## config.mk

```make
export PLATFORM = sky130hd
export DESIGN_NAME = led_blink_scheduler
export DESIGN_NICKNAME = d
export VERILOG_FILES = /design/src/rtl/led_sched_pkg.sv /design/src/rtl/led_req_arbiter.sv /design/src/rtl/led_blink_scheduler.sv
export SDC_FILE = /design/constraint.sdc
export NUM_CORES = 1
export LEC_CHECK = 0
export CAP_MARGIN = 20
export CELL_PAD_IN_SITES_DETAIL_PLACEMENT = 0
export CELL_PAD_IN_SITES_GLOBAL_PLACEMENT = 1
export CORE_UTILIZATION = 35
export DETAILED_ROUTE_END_ITERATION = 8
export PLACE_DENSITY_LB_ADDON = 0.1
export SYNTH_ARGS = -nofsm -noshare
export SYNTH_HDL_FRONTEND = slang
export SYNTH_HIERARCHICAL = 1
export SYNTH_SLANG_ARGS = --single-unit
export TNS_END_PERCENT = 100
```

## constraint.sdc

```tcl
create_clock -name sys_clk -period 2.7 [get_ports sys_clk]
set_clock_uncertainty 0.05 [all_clocks]
set_input_delay 0.81 -clock sys_clk [delete_from_list [all_inputs] [get_ports sys_clk]]
set_output_delay 0.81 -clock sys_clk [all_outputs]
set_load 0.005 [all_outputs]
```

## src/rtl/led_sched_pkg.sv

```systemverilog
// Shared definitions for the LED blink scheduler.
//   state_e        : scheduler FSM states (3-bit encoding)
//   Def*           : default values for NUM_REQ / CNT_W / GAP_TICKS
//   gap_cnt_width  : width of the gap counter, $clog2(GAP_TICKS+1) with a floor of 1
package led_sched_pkg;

  typedef enum logic [2:0] {
    StIdle = 3'd0,
    StArm  = 3'd1,
    StOn   = 3'd2,
    StOff  = 3'd3,
    StGap  = 3'd4
  } state_e;

  localparam int unsigned DefNumReq   = 4;
  localparam int unsigned DefCntW     = 4;
  localparam int unsigned DefGapTicks = 2;

  function automatic int unsigned gap_cnt_width(int unsigned gap_ticks);
    return (gap_ticks < 2) ? 1 : $clog2(gap_ticks + 1);
  endfunction

endpackage

```

## src/rtl/led_req_arbiter.sv

```systemverilog
// Request arbiter for the LED blink scheduler.
// Build option: LED_SCHED_RR_EN
//   defined   : round-robin; search starts at the pointer, which moves to winner+1 on accept
//   undefined : fixed priority, lowest index wins (purely combinational; a busy low index
//               can starve higher ones)
// Ports:
//   clk, rst    : clock and asynchronous active-high reset (pointer only)
//   req         : request vector
//   accept      : winner is being captured this cycle
//   winner      : one-hot winner (zero when no request)
//   winner_idx  : binary index of the winner
//   valid       : at least one request is pending
module led_req_arbiter
  import led_sched_pkg::*;
#(
  parameter int unsigned NUM_REQ = DefNumReq,
  parameter int unsigned IDX_W   = (NUM_REQ > 1) ? $clog2(NUM_REQ) : 1
) (
  input  logic               clk,
  input  logic               rst,
  input  logic [NUM_REQ-1:0] req,
  input  logic               accept,
  output logic [NUM_REQ-1:0] winner,
  output logic [IDX_W-1:0]   winner_idx,
  output logic               valid
);

`ifdef LED_SCHED_RR_EN
  logic [IDX_W-1:0] ptr_q;
  logic [31:0]      scan_idx;

  always_ff @(posedge clk or posedge rst) begin
    if (rst) begin
      ptr_q <= '0;
    end else if (accept && valid) begin
      ptr_q <= (winner_idx == IDX_W'(NUM_REQ - 1)) ? '0 : winner_idx + 1'b1;
    end
  end

  always_comb begin
    valid      = 1'b0;
    winner_idx = '0;
    scan_idx   = '0;
    for (int unsigned i = 0; i < NUM_REQ; i++) begin
      scan_idx = (32'(ptr_q) + i) % NUM_REQ;
      if (!valid && req[scan_idx[IDX_W-1:0]]) begin
        valid      = 1'b1;
        winner_idx = scan_idx[IDX_W-1:0];
      end
    end
  end
`else
  logic unused_rr;
  assign unused_rr = ^{clk, rst, accept};

  always_comb begin
    valid      = 1'b0;
    winner_idx = '0;
    for (int unsigned i = 0; i < NUM_REQ; i++) begin
      if (!valid && req[IDX_W'(i)]) begin
        valid      = 1'b1;
        winner_idx = IDX_W'(i);
      end
    end
  end
`endif

  assign winner = valid ? (NUM_REQ'(1) << winner_idx) : '0;

endmodule

```

## src/rtl/led_blink_scheduler.sv

```systemverilog
// Shares one board LED between NUM_REQ requesters. A captured requester gets a burst of
// req_count blinks (one tick_enable period on, one off), followed by GAP_TICKS ticks of
// LED-off gap, then a single-cycle done pulse.
// Build option: LED_SCHED_RR_EN selects round-robin arbitration (fixed priority otherwise).
// Ports:
//   sys_clk, sys_rst : clock, asynchronous active-high reset
//   tick_enable      : one-cycle strobe, one strobe per LED half-period
//   req              : request levels, sampled only while idle
//   req_count        : blink count of requester i at [i*CNT_W +: CNT_W]
//   grant            : one-hot, requester being served
//   done             : one-cycle pulse at end of burst + gap
//   busy             : high whenever the scheduler is not idle
//   led              : registered LED drive, active-high
module led_blink_scheduler
  import led_sched_pkg::*;
#(
  parameter int unsigned NUM_REQ   = DefNumReq,
  parameter int unsigned CNT_W     = DefCntW,
  parameter int unsigned GAP_TICKS = DefGapTicks
) (
  input  logic                     sys_clk,
  input  logic                     sys_rst,
  input  logic                     tick_enable,
  input  logic [NUM_REQ-1:0]       req,
  input  logic [NUM_REQ*CNT_W-1:0] req_count,
  output logic [NUM_REQ-1:0]       grant,
  output logic                     done,
  output logic                     busy,
  output logic                     led
);

  localparam int unsigned IdxW = (NUM_REQ > 1) ? $clog2(NUM_REQ) : 1;
  localparam int unsigned GapW = gap_cnt_width(GAP_TICKS);
  localparam logic [GapW-1:0] GapLoad = GapW'(GAP_TICKS);

  state_e             state_q;
  logic [CNT_W-1:0]   remaining_q;
  logic [GapW-1:0]    gap_q;
  logic [NUM_REQ-1:0] grant_q;
  logic               done_q;
  logic               busy_q;
  logic               led_q;

  logic               accept;
  logic               finish;
  logic [NUM_REQ-1:0] win_onehot;
  logic [IdxW-1:0]    win_idx;
  logic               win_valid;
  logic [CNT_W-1:0]   win_count;

  // No capture during the done cycle, so the next arbitration is at least one cycle later.
  assign accept = (state_q == StIdle) && !done_q && win_valid;

  led_req_arbiter #(
    .NUM_REQ (NUM_REQ),
    .IDX_W   (IdxW)
  ) u_arbiter (
    .clk        (sys_clk),
    .rst        (sys_rst),
    .req        (req),
    .accept     (accept),
    .winner     (win_onehot),
    .winner_idx (win_idx),
    .valid      (win_valid)
  );

  assign win_count = req_count[32'(win_idx) * CNT_W +: CNT_W];

  // Completion: last OFF tick when there is no gap, or the final gap tick. A zero gap count in
  // GAP (zero-count burst with GAP_TICKS=0) completes without waiting for a tick.
  assign finish =
      ((state_q == StOff) && tick_enable && (remaining_q <= CNT_W'(1)) && (GAP_TICKS == 0)) ||
      ((state_q == StGap) && ((gap_q == '0) || (tick_enable && (gap_q == GapW'(1)))));

  always_ff @(posedge sys_clk or posedge sys_rst) begin
    if (sys_rst) begin
      state_q     <= StIdle;
      remaining_q <= '0;
      gap_q       <= '0;
      grant_q     <= '0;
      done_q      <= 1'b0;
      busy_q      <= 1'b0;
      led_q       <= 1'b0;
    end else if (finish) begin
      state_q     <= StIdle;
      remaining_q <= '0;
      gap_q       <= '0;
      grant_q     <= '0;
      done_q      <= 1'b1;
      busy_q      <= 1'b0;
      led_q       <= 1'b0;
    end else begin
      done_q <= 1'b0;
      unique case (state_q)
        StIdle: begin
          if (accept) begin
            grant_q     <= win_onehot;
            busy_q      <= 1'b1;
            remaining_q <= win_count;
            if (win_count == '0) begin
              gap_q   <= GapLoad;
              state_q <= StGap;
            end else begin
              state_q <= StArm;
            end
          end
        end
        // Waiting here aligns the first ON phase to a tick so it lasts a full period.
        StArm: begin
          if (tick_enable) begin
            led_q   <= 1'b1;
            state_q <= StOn;
          end
        end
        StOn: begin
          if (tick_enable) begin
            led_q   <= 1'b0;
            state_q <= StOff;
          end
        end
        StOff: begin
          if (tick_enable) begin
            if (remaining_q > CNT_W'(1)) begin
              remaining_q <= remaining_q - 1'b1;
              led_q       <= 1'b1;
              state_q     <= StOn;
            end else begin
              remaining_q <= '0;
              gap_q       <= GapLoad;
              state_q     <= StGap;
            end
          end
        end
        StGap: begin
          if (tick_enable && (gap_q != '0)) begin
            gap_q <= gap_q - 1'b1;
          end
        end
        default: state_q <= StIdle;
      endcase
    end
  end

  assign grant = grant_q;
  assign done  = done_q;
  assign busy  = busy_q;
  assign led   = led_q;

endmodule

```

==> flow_summary.json <==
{
  "ys_seq_elements": 16,
  "placed_area_um2": 1470,
  "r2r_end": "gap_q[0]",
  "synth_edf_count": 0,
  "power.density_nw_per_um2": 773,
  "post-route-min-period_ns": 2.63,
  "synth_top_family_by_area": "compound AO/OA/AOI/OAI gates",
  "synthMuxAreaShare_pct": 11.9,
  "layout_common_cells": "clkdlybuf4s50_1, dfrtp_1, buf_4",
  "synthAdderAreaFrac_pct": 4.66,
  "peakVddDrop_uv": 348,
  "seq_power_share_pct": 35.9,
  "layout_commonest_cell": "clkdlybuf4s50_1",
  "fin_hold_ws_ns": 0.453,
  "ant_nets": 0,
  "p_int_uw": 736,
  "cp-start-kind": "input pin",
  "vias": 979,
  "route.detailed.drc": 0,
  "drt_iter0_drc": 54,
  "status": "complete, no violations",
  "reg2reg_slack_ns": 0.59,
  "total_power_mw": 1.17,
  "rr_startpoint": "state_q[0]",
  "clkPwrFrac_pct": 13.9,
  "power_leakage_nw": 0.679,
  "ctsHtreeMaxLevel": 1,
  "insertion_delay_ns": 0.29,
  "synth_flop_cell": "dfrtp_1",
  "drive_gt1_share_pct": 24.5,
  "antenna_found_initial": 0,
  "route.detailed.wl_per_inst_um": 13.6,
  "core_area_um2": 2830,
  "switching_power_uw": 434,
  "initial_core_util_pct": 37.9,
  "dieArea_um2": 3290,
  "r2r_cells": 4,
  "nets": 175,
  "gr-total-overflow": 0,
  "grt_usage_pct": 16.5,
  "regArea_um2": 400,
  "rsz0062_at_grt": "false",
  "dp.cells": 172,
  "yosys.area_share.simple_pct": 19.5,
  "clock_tree.root_cell": "clkbuf_4",
  "dpl.hpwl_mm": 1.96,
  "cts_tree": "done",
  "cts.sinks": 16,
  "critPathLaunch": "req[2]",
  "die_w_um": 57.4,
  "io_buffers": 29,
  "swShare_pct": 37.1,
  "final_area_um2": 1510,
  "synth_xor_area_share_pct": 0,
  "rows": 19,
  "maxSlewViolCount": 0,
  "ys_async_sr_fraction_pct": 100,
  "die_h_um": 57.4,
  "crit_end": "gap_q[0]",
  "finalCritPeriodShare_pct": 97.5,
  "nFillCells": 274,
  "path_clk_slew_ns": 0.10,
  "crit_fanout": 4,
  "yosys_warnings": 6,
  "tns_ns": 0,
  "synthCells": 106,
  "max_freq_mhz": 380,
  "grt_max_degree": 17,
  "multi_input_area_um2": 618,
  "syn_area_um2": 1070,
  "crit_arrival_ns": 2.77,
  "syn_nets": 133,
  "worst_pin_slew_ns": 0.676,
  "ys_types": 41,
  "setup_violations": 0,
  "pin_count": 30,
  "relSlewSlack_pct": 54.6,
  "antenna_cells": 0,
  "gp_congestion": 0.697,
  "area_growth_pct": 40.9,
  "critPathKind": "input pin to register",
  "cp_data_required_time_ns": 2.84,
  "synth_compound_area_share_pct": 20.7,
  "cts_buffers": 3,
  "wl_mm": 2.43,
  "p_comb_share_pct": 50.2,
  "end_kind": "register",
  "syn_avg_cell_area_um2": 10.1,
  "cap_viol_max_count": 0,
  "layoutNonFillerInstCount": 178,
  "hp-class": "register to register",
  "viasPerCell": 5.50,
  "grt_pass1_wl_mm": 4.26,
  "grt_pass1_vias": 962,
  "finalHoldViolations": 0,
  "clockBufferDepth": 2,
  "yosysSeqAreaShare_pct": 37.3,
  "firstDrtPassIters": 4
}
## final cells by class
class | instances | share of cell area, %
Multi-Input combinational cell | 75 | 40.9
Sequential cell | 16 | 26.5
Timing Repair Buffer | 44 | 25.7
Tap cell | 31 | 2.56
Clock buffer | 4 | 2.40
Inverter | 8 | 1.99
## synthesized netlist by cell type, types with 2 or more instances
| cell | instances | share of area, % |
|---|---|---|
| a22o_1 | 7 | 5.7 |
| nor2_1 | 11 | 3.8 |
| inv_1 | 8 | 2.8 |
| mux4_2 | 2 | 4.2 |
| o32ai_1 | 2 | 1.6 |
| mux4_1 | 2 | 4.9 |
| nor3_1 | 7 | 3.3 |
| a21oi_1 | 5 | 2.3 |
| clkbuf_1 | 3 | 1.0 |
| o2bb2ai_1 | 2 | 1.6 |
| nand2_1 | 3 | 1.0 |
| mux2i_1 | 3 | 2.8 |
| dfrtp_1 | 16 | 37 |
| nand2b_1 | 2 | 1.2 |
| buf_2 | 3 | 1.4 |
| a2bb2oi_1 | 2 | 1.6 |
| ha_1 | 4 | 4.7 |
## how the worst min path moves through the flow
stage	cells after the start	to	slack, ns	start
after floorplan	1	led	0.43	led
after detailed placement	1	grant[2]	0.43	grant[2]
after global placement	2	busy	0.44	busy
final	1	grant[3]	0.45	grant[3]
after global routing	1	grant[0]	0.47	grant[0]
after CTS	1	grant[3]	0.46	grant[3]
## logic make-up (layout without fill, tap and decap cells)
group / after synthesis / in the layout
simple gates: 36 / 36
fa+ha+maj: 4 / 4
buf+inv: 15 / 56
flops: 16 / 16
compound gates: 28 / 28
mux: 7 / 7
## timing repair
item                                    CTS  global route
buffers inserted                          0             2
resized for setup                        16             2
pin swaps                                 4             4
endpoints found under the setup margin    4             2
hold buffers                              0             0
cloned                                    0             0
## routing by layer
metal	GRT usage (%)	vias to the layer above	part of all wire, %
li1	-	482	-
met1	21.9	463	45
met2	27.6	32	49
met3	2.27	2	5.4
met4	5.23	0	0.70
met5	0	-	0
## critical path, cell delays in order
cell and delay (ns):
buf_6 0.09, nand2b_4 0.14, a21oi_4 0.21, mux4_2 0.54, or4_4 0.55, a32o_2 0.25, a22o_1 0.18
## registers in the layout (all words and copies together) (netlist names)
register     flops
grant            4
remaining_q      4
state_q          3
gap_q            2
busy             1
done             1
led              1
## power by group through the flow
stage                     Combinational (mW)  Sequential, mW  Clock [mW]
after floorplan                        0.432           0.377           0
after global placement                 0.579           0.419           0
after detailed placement               0.587           0.422           0
after CTS                              0.593           0.419       0.168
after global routing                   0.654           0.437       0.174
final                                  0.587           0.420       0.163
## metrics by stage
stage                     util (%)  setup slack (ns)
after floorplan                  -           -0.0857
final                         53.5            0.0663
after global routing          53.5           0.00933
after global placement        52.1            -0.596
after CTS                     53.3          -0.00517
after detailed placement      52.1            -0.623
Power figures use the tool's default switching activity.
